**src/rtl/ram_init_ctrl.sv**
```systemverilog
// ram_init_ctrl: clears or pattern-fills external RAM with back-to-back AXI4 INCR write bursts
// before the core is released; reports completion and any bad write response.
module ram_init_ctrl #(
  parameter int                   ID_WIDTH   = 6,
  parameter logic [31:0]          MEM_SIZE   = 32'h10000,
  parameter logic [31:0]          BASE_ADDR  = 32'h0,
  parameter int                   BURST_LEN  = 16,
  parameter logic [63:0]          FILL_DATA  = 64'h0,
  parameter bit                   AUTO_START = 1'b1,
  parameter logic [ID_WIDTH-1:0]  TX_ID      = '0
) (
  input  logic                clk,
  input  logic                rst_n,
  input  logic                i_start,
  output logic                o_busy,
  output logic                o_init_done,
  output logic                o_init_error,
  output logic [ID_WIDTH-1:0] o_awid,
  output logic [31:0]         o_awaddr,
  output logic [7:0]          o_awlen,
  output logic [2:0]          o_awsize,
  output logic [1:0]          o_awburst,
  output logic                o_awvalid,
  input  logic                i_awready,
  output logic [63:0]         o_wdata,
  output logic [7:0]          o_wstrb,
  output logic                o_wlast,
  output logic                o_wvalid,
  input  logic                i_wready,
  input  logic [ID_WIDTH-1:0] i_bid,
  input  logic [1:0]          i_bresp,
  input  logic                i_bvalid,
  output logic                o_bready
);
  localparam logic [31:0] STEP       = 32'(8 * BURST_LEN);
  localparam logic [31:0] LAST_BURST = MEM_SIZE / STEP - 32'd1;
  localparam logic [7:0]  LAST_BEAT  = 8'(BURST_LEN - 1);

  typedef enum logic [2:0] {IDLE, ADDR, DATA, RESP, DONE} state_t;

  state_t      r_state, w_next;
  logic [31:0] r_addr, r_burst_cnt;
  logic [7:0]  r_beat_cnt;
  logic        r_error, r_kick, r_kicked;
  logic        w_go;

  // r_kick is a single-cycle start request on the first cycle after reset release
  assign w_go = (r_state == IDLE || r_state == DONE) && (i_start || r_kick);

  always_comb begin
    w_next = r_state;
    case (r_state)
      IDLE, DONE: w_next = w_go ? ADDR : r_state;
      ADDR:       w_next = i_awready ? DATA : ADDR;
      DATA:       w_next = (i_wready && r_beat_cnt == LAST_BEAT) ? RESP : DATA;
      RESP:       w_next = !i_bvalid ? RESP : (r_burst_cnt == LAST_BURST) ? DONE : ADDR;
      default:    w_next = IDLE;
    endcase
  end

  always_ff @(posedge clk or negedge rst_n)
    if (!rst_n) r_state <= IDLE;
    else        r_state <= w_next;

  always_ff @(posedge clk or negedge rst_n) begin
    if (!rst_n) begin
      r_addr      <= BASE_ADDR;
      r_burst_cnt <= '0;
      r_beat_cnt  <= '0;
      r_error     <= 1'b0;
      r_kick      <= 1'b0;
      r_kicked    <= 1'b0;
    end else begin
      r_kicked <= 1'b1;
      r_kick   <= AUTO_START && !r_kicked;
      if (w_go) begin
        r_addr      <= BASE_ADDR;
        r_burst_cnt <= '0;
        r_error     <= 1'b0;
      end
      if (r_state == ADDR && i_awready) r_beat_cnt <= '0;
      if (r_state == DATA && i_wready) r_beat_cnt <= r_beat_cnt + 8'd1;
      if (r_state == RESP && i_bvalid) begin
        r_error     <= r_error || (i_bresp != 2'b00) || (i_bid != TX_ID);
        r_addr      <= r_addr + STEP;
        r_burst_cnt <= r_burst_cnt + 32'd1;
      end
    end
  end

  assign o_busy       = r_state == ADDR || r_state == DATA || r_state == RESP;
  assign o_init_done  = r_state == DONE;
  assign o_init_error = r_error;
  assign o_awid       = TX_ID;
  assign o_awaddr     = r_addr;
  assign o_awlen      = LAST_BEAT;
  assign o_awsize     = 3'd3;
  assign o_awburst    = 2'b01;
  assign o_awvalid    = r_state == ADDR;
  assign o_wdata      = FILL_DATA;
  assign o_wstrb      = 8'hFF;
  assign o_wlast      = r_state == DATA && r_beat_cnt == LAST_BEAT;
  assign o_wvalid     = r_state == DATA;
  assign o_bready     = r_state == RESP;
endmodule

```
**config.mk**
```make
export PLATFORM = sky130hd
export DESIGN_NAME = ram_init_ctrl
export DESIGN_NICKNAME = d
export VERILOG_FILES = /design/src/rtl/ram_init_ctrl.sv
export SDC_FILE = /design/constraint.sdc
export NUM_CORES = 1
export LEC_CHECK = 0
export ABC_AREA = 1
export CELL_PAD_IN_SITES_DETAIL_PLACEMENT = 1
export CELL_PAD_IN_SITES_GLOBAL_PLACEMENT = 1
export CORE_UTILIZATION = 34
export DETAILED_ROUTE_END_ITERATION = 16
export GPL_ROUTABILITY_DRIVEN = 0
export PLACE_DENSITY = 0.82
export SYNTH_ARGS = -nofsm -noshare
export SYNTH_HDL_FRONTEND = slang
export SYNTH_SLANG_ARGS = --single-unit
export TNS_END_PERCENT = 10
```
**constraint.sdc**
```tcl
create_clock -name clk -period 2.1 [get_ports clk]
set_input_delay 0.315 -clock clk [delete_from_list [all_inputs] [get_ports clk]]
set_output_delay 0.315 -clock clk [all_outputs]
set_load 0.03 [all_outputs]
```
==> results of run 1 <==
## per-stage QoR
stage               instance area [um2]  hold slack [ns]  setup WS, ns  power (mW)  utilization [%]
CTS                                5829           0.4088      0.001892       4.622            39.81
finish                             5831           0.4120       0.08170       4.570            39.82
global route                       5831           0.4358      0.007953       4.798            39.82
global placement                   5499           0.3156        0.1360       2.905            37.55
detailed placement                 5499           0.3124        0.1187       2.920            37.55
floorplan                          5490          0.01941        0.2285       2.566                -
## critical path, cell delays in order (launching register included)
cell	delay, ns
dfrtp_1	0.41
nor2_1	0.08
nor2_1	0.16
clkdlybuf4s50_1	0.70
## state kept, by name (all words and copies together) (netlist names)
register      flops
o_init_error      1
r_kicked          1
r_beat_cnt        8
r_state           3
r_kick            1
o_awaddr         25
r_burst_cnt      32
## where the power goes
group / switching, mW / internal [mW]
Combinational: 0.952 / 0.364
Clock: 0.616 / 1.07
Sequential: 0.0970 / 1.47
## kinds of logic after synthesis
| family | count (synthesis) |
|---|---|
| adders and majority gates | 3 |
| and+or+nand+nor | 439 |
| xor gates and xnor gates | 5 |
| AOI/OAI and AO/OA | 64 |
| other | 2 |
| buffers and inverters | 194 |
| DFF | 71 |
## layout make-up
| cell class | count | area share, % |
|---|---|---|
| Clock buffer | 11 | 4.163 |
| Clock inverter | 5 | 1.395 |
| Inverter | 86 | 5.536 |
| Multi-Input combinational cell | 610 | 44.74 |
| Sequential cell | 71 | 30.47 |
| Tap cell | 184 | 3.949 |
| Timing Repair Buffer | 58 | 9.742 |
## what timing repair did
action                     CTS  global route
hold endpoints to repair    33             0
resized for setup            3             4
hold buffers                 1             0
setup endpoints to repair    3             3
## synthesized netlist by cell type, drive strengths merged
library cell and count:
clkbuf 1, buf 107, o31ai 2, nor4 1
dfrtp 71, nor3 3, and2 1, o22ai 3
inv 86, ha 3, a21oi 6, o21ai 45
nor2 128, nand3 73, conb 2, o21a 2
a22oi 1, xor2 5, a22o 3, o211ai 2
nand4 6, nand2 226, or2 1
## routing by layer
metal,vias up,share of wire [%],GRT usage (%)
li1,2349,-,-
met5,-,0,0
met4,0,1.5,5.882
met1,2259,48,25.26
met3,15,4.9,3.651
met2,118,46,29.91
## worst min-delay path by stage
stage | start | end | slack [ns] | depth (start not counted)
final | r_kicked | r_kick | 0.41 | 1
after global routing | r_kicked | r_kick | 0.44 | 1
after CTS | r_kicked | r_kick | 0.41 | 1
after detailed placement | rst_n | r_burst_cnt[30] | 0.31 | 1
after global placement | rst_n | r_burst_cnt[30] | 0.32 | 1
after floorplan | rst_n | o_awaddr[10] | 0.02 | 0
==> flow_summary.ini, run 1 <==
[sta]
hold_violations = 0
clock-skew-final_ns = 0.005196
sum_of_negative_setup_slack_ns = 0
max_freq_mhz = 495.5
grt_setup_unrepaired = no
setup_viol_count_final = 0
final_max_tran_viols = 0
finalCriticalPeriod_ns = 2.018
final.period_utilization_pct = 96.11

[setup_path]
worst_setup_path_end_kind = primary output
worst-setup-path-type = reg -> out
crit-reg2reg-launch = r_burst_cnt[0]
worst_reg_to_reg_path_cell_count = 10
critPathRequiredTime_ns = 1.78
timing.rr.end = r_burst_cnt[22]
critPathMaxFanout = 5
critical_path.endpoint = o_busy
arrival_time_worst_endpoint_ns = 1.70
worstSetupStartpointType = flip-flop
reg2reg_slack_ns = 0.24
worstSetupStartpoint = r_state[0]

[clock_network]
cts.repair_timing.setup_buffer_count = 0
clock_tree_from_tritoncts = done
clk_latency_ns = 0.35
tritoncts.num_buffers = 9
h-tree-depth = 3
cts_max_path_buffers = 2
master_cell_of_the_clock_root_buffer = clkbuf_16
tritoncts_num_sinks = 71
cts.reportedPaths.clkPinSlew_ns = 0.05

[route]
route.vias.total = 4741
drtPass1Iterations = 10
detail_route.drc_violations = 8
antenna_viol_nets_final = 0
initialDrtViolationCount = 217
detail_route.vias_per_cell = 4.625
routed_wire_length_per_instance_um = 13.35
wl_um = 13680

[run_status]
status = finished, violations left
failed_checks = design-rule violations

[logic_synthesis]
syn-cell-area_um2 = 5126
yosysWarnings = 0
synth_mux_area_share_pct = 0
compound_gate_fraction_of_synth_area_pct = 6.883
synth_simple_gate_area_share_pct = 35.03
synth_top_area_share_pct = 34.66
postSynthAreaPerCell_um2 = 6.589
synth-seq-cells = 71
synth_area_leaders = dfrtp_1, nand2_1, buf_4
yosys.area_share.xor_xnor_pct = 0.8543
synth_top_family_by_area = simple AND/OR/NAND/NOR gates
synth_top_area_cell = dfrtp_1
ys_seq_area_share_pct = 34.66
syn-instance-count = 778
synth_cell_type_count = 29
synth_adder_area_share_pct = 0.7322

[placed_design]
dp_cells = 1008
detailed_place_hpwl_um = 10500
port_buffers = 45

[final_layout]
register_area_um2 = 1777
final_net_count = 853
area_growth_syn_to_layout_pct = 13.74
most_frequent_cells_in_the_layout = nand2_1, nor2_1, conb_1
layout.cells.non_filler = 1025
post_route_cells_drive_above_1_share_pct = 5.113
fillerInstances = 1949
layout.cells.most_common = nand2_1
multi_input_comb_area_um2 = 2609
antenna-diode-count = 0

[global_route]
globalRouteTotalUtil_pct = 18.68
antenna_found_initial = 0
grt_pass1_vias = 4689
grt_pass1_wl_um = 23250
total_congestion_overflow = 0
grt_max_degree = 39

[min_path]
timing.hold.worst.class = reg -> reg

[power]
ir_drop_v = 0.0006666
power.density_cell_area_nw_per_um2 = 783.8
cellLeakagePower_nw = 2.760

[floorplan]
die_height_um = 124.8
die_area_um2 = 15570
fp.coreArea_um2 = 14640
die_width_um = 124.8
design.portCount = 144
std_cell_rows = 44
initial_core_util_pct = 35.01

[job]
cap_violations = 0
(Power assumes the default switching activity.)
==> inputs of run 2 (changes only) <==
Settings changed: CORE_UTILIZATION 34 to 36, PLACE_DENSITY 0.82 to 0.86.
Clock period 2.1 ns to 2.4 ns, I/O delays scaled along.
==> run 2 against run 1 <==
Worst hold slack worse by 0.38 ns. Clock skew increased by 0.0029 ns. Sequential share of layout area increased by 0.72 points. Via count decreased by 0.27%. Register-to-register slack better by 0.02 ns. Utilization up 1.2 points. Die area shrank 5.5%. Setup slack improved by 0.035 ns. Cell count is 1.5% lower. Power shrank 18%. The flow now finishes without violations.
==> flow_summary.ini, run 2 (same netlist as run 1, synthesis figures left out) <==
[route]
route.vias.total = 4728
initialDrtViolationCount = 190
antenna_viol_nets_final = 0
drtPass1Iterations = 4
routed_wire_length_per_instance_um = 13.66
wl_um = 13800
detail_route.drc_violations = 0
detail_route.vias_per_cell = 4.681

[setup_path]
worst_reg_to_reg_path_cell_count = 6
critPathMaxFanout = 4
worstSetupStartpoint = r_state[2]
crit-reg2reg-launch = r_state[0]
worst-setup-path-type = reg -> out
critical_path.endpoint = o_wvalid
reg2reg_slack_ns = 0.26
worstSetupStartpointType = flip-flop
critPathRequiredTime_ns = 2.04
worst_setup_path_end_kind = primary output
timing.rr.end = r_burst_cnt[10]
arrival_time_worst_endpoint_ns = 1.92

[final_layout]
layout.cells.non_filler = 1010
largest_register_ff_count = 32
fillerInstances = 1884
area_growth_syn_to_layout_pct = 11.11
final_net_count = 845
layout.cells.most_common = nand2_1
antenna-diode-count = 0
post_route_cells_drive_above_1_share_pct = 3.614
register_area_um2 = 1777
stdcell_area_um2 = 5695
multi_input_comb_area_um2 = 2606
most_frequent_cells_in_the_layout = nand2_1, nor2_1, conb_1
register_name_with_the_most_flops = r_burst_cnt

[sta]
holdWs_ns = 0.03364
final_max_tran_viols = 0
sum_of_negative_setup_slack_ns = 0
tightestPinTransition_ns = 0.9507
hold_violations = 0
final.period_utilization_pct = 95.14
setup_ws_ns = 0.1165
clock-skew-final_ns = 0.008138
setup_viol_count_final = 0
max_freq_mhz = 437.9
finalCriticalPeriod_ns = 2.283
rel_slew_slack_pct = 36.55
grt_setup_unrepaired = no

[min_path]
timing.hold.worst.class = in -> async

[run_status]
status = finished, final reports clean

[floorplan]
die_height_um = 121.3
design.portCount = 144
initial_core_util_pct = 36.93
die_area_um2 = 14720
fp.coreArea_um2 = 13880
std_cell_rows = 43
die_width_um = 121.3

[power]
power.density_cell_area_nw_per_um2 = 657.0
p_sw_share_pct = 37.59
cellInternalPower_mw = 2.335
power.switching_mw = 1.406
pwr-share-comb_pct = 29.2
ir_drop_v = 0.0005197
p_seq_share_pct = 36.6
cellLeakagePower_nw = 2.672
p_clk_share_pct = 34.2

[clock_network]
cts_max_path_buffers = 2
master_cell_of_the_clock_root_buffer = clkbuf_16
post_cts_hold_buffer_count = 0
clk_latency_ns = 0.34
tritoncts_num_sinks = 71
clock_tree_from_tritoncts = done
h-tree-depth = 3
cts.reportedPaths.clkPinSlew_ns = 0.05
cts.repair_timing.setup_buffer_count = 0
tritoncts.num_buffers = 9
postCtsResizedCells = 1

[placed_design]
detailed_place.area_um2 = 5429
detailed_place_hpwl_um = 10460
dp_cells = 997
worst_setup_slack_after_placement_ns = -0.09592
port_buffers = 45

[global_route]
total_congestion_overflow = 0
globalRouteTotalUtil_pct = 19.84
grt_pass1_wl_um = 22870
grt_pass1_vias = 4664
antenna_found_initial = 0
grt_max_degree = 45

[job]
cap_violations = 0
## run 2: area by class of cell
class,count,share of cell area [%]
well taps,180,3.954
flip-flops and latches,71,31.20
clock buffers,11,4.086
clock inverters,2,0.6151
inverters,86,5.668
repair buffers,50,8.721
multi-input cells,610,45.76
## run 2: per-layer routing
| metal | vias up | part of all wire [%] | GRT usage, % |
|---|---|---|---|
| li1 | 2326 | - | - |
| met1 | 2250 | 46 | 26.87 |
| met2 | 135 | 47 | 31.18 |
| met3 | 17 | 4.8 | 4.041 |
| met4 | 0 | 1.8 | 6.867 |
| met5 | - | 0 | 0 |
## run 2: worst min path at each step
stage                        start               to  slack (ns)  depth (start not counted)
after global routing         rst_n  r_burst_cnt[27]        0.08                          1
after detailed placement  r_kicked           r_kick        0.39                          1
final                        rst_n  r_burst_cnt[27]        0.03                          1
after CTS                    rst_n  r_burst_cnt[27]        0.06                          1
after floorplan              rst_n     o_awaddr[10]        0.06                          0
after global placement    r_kicked           r_kick        0.37                          1
## run 2: through the flow
| step | power, mW | utilization (%) |
|---|---|---|
| 2_1_floorplan | 2.245 | - |
| 3_3_place_gp | 2.458 | 39.11 |
| 3_5_place_dp | 2.493 | 39.11 |
| 4_1_cts | 3.785 | 41.03 |
| 5_1_grt | 3.931 | 41.03 |
| 6_report | 3.742 | 41.03 |
## run 2: critical path, cell delays in order (launching register included)
cell and delay [ns]:
dfrtp_1 0.38, inv_1 0.11, nand2_1 0.12, nor2_1 0.25, clkdlybuf4s50_1 0.73
## run 2: power by group through the flow
stage / registers, mW / logic [mW] / clock network (mW)
finish: 1.37 / 1.09 / 1.28
global route: 1.39 / 1.20 / 1.34
CTS: 1.37 / 1.11 / 1.31
detailed placement: 1.39 / 1.10 / 0
global placement: 1.39 / 1.07 / 0
floorplan: 1.41 / 0.838 / 0
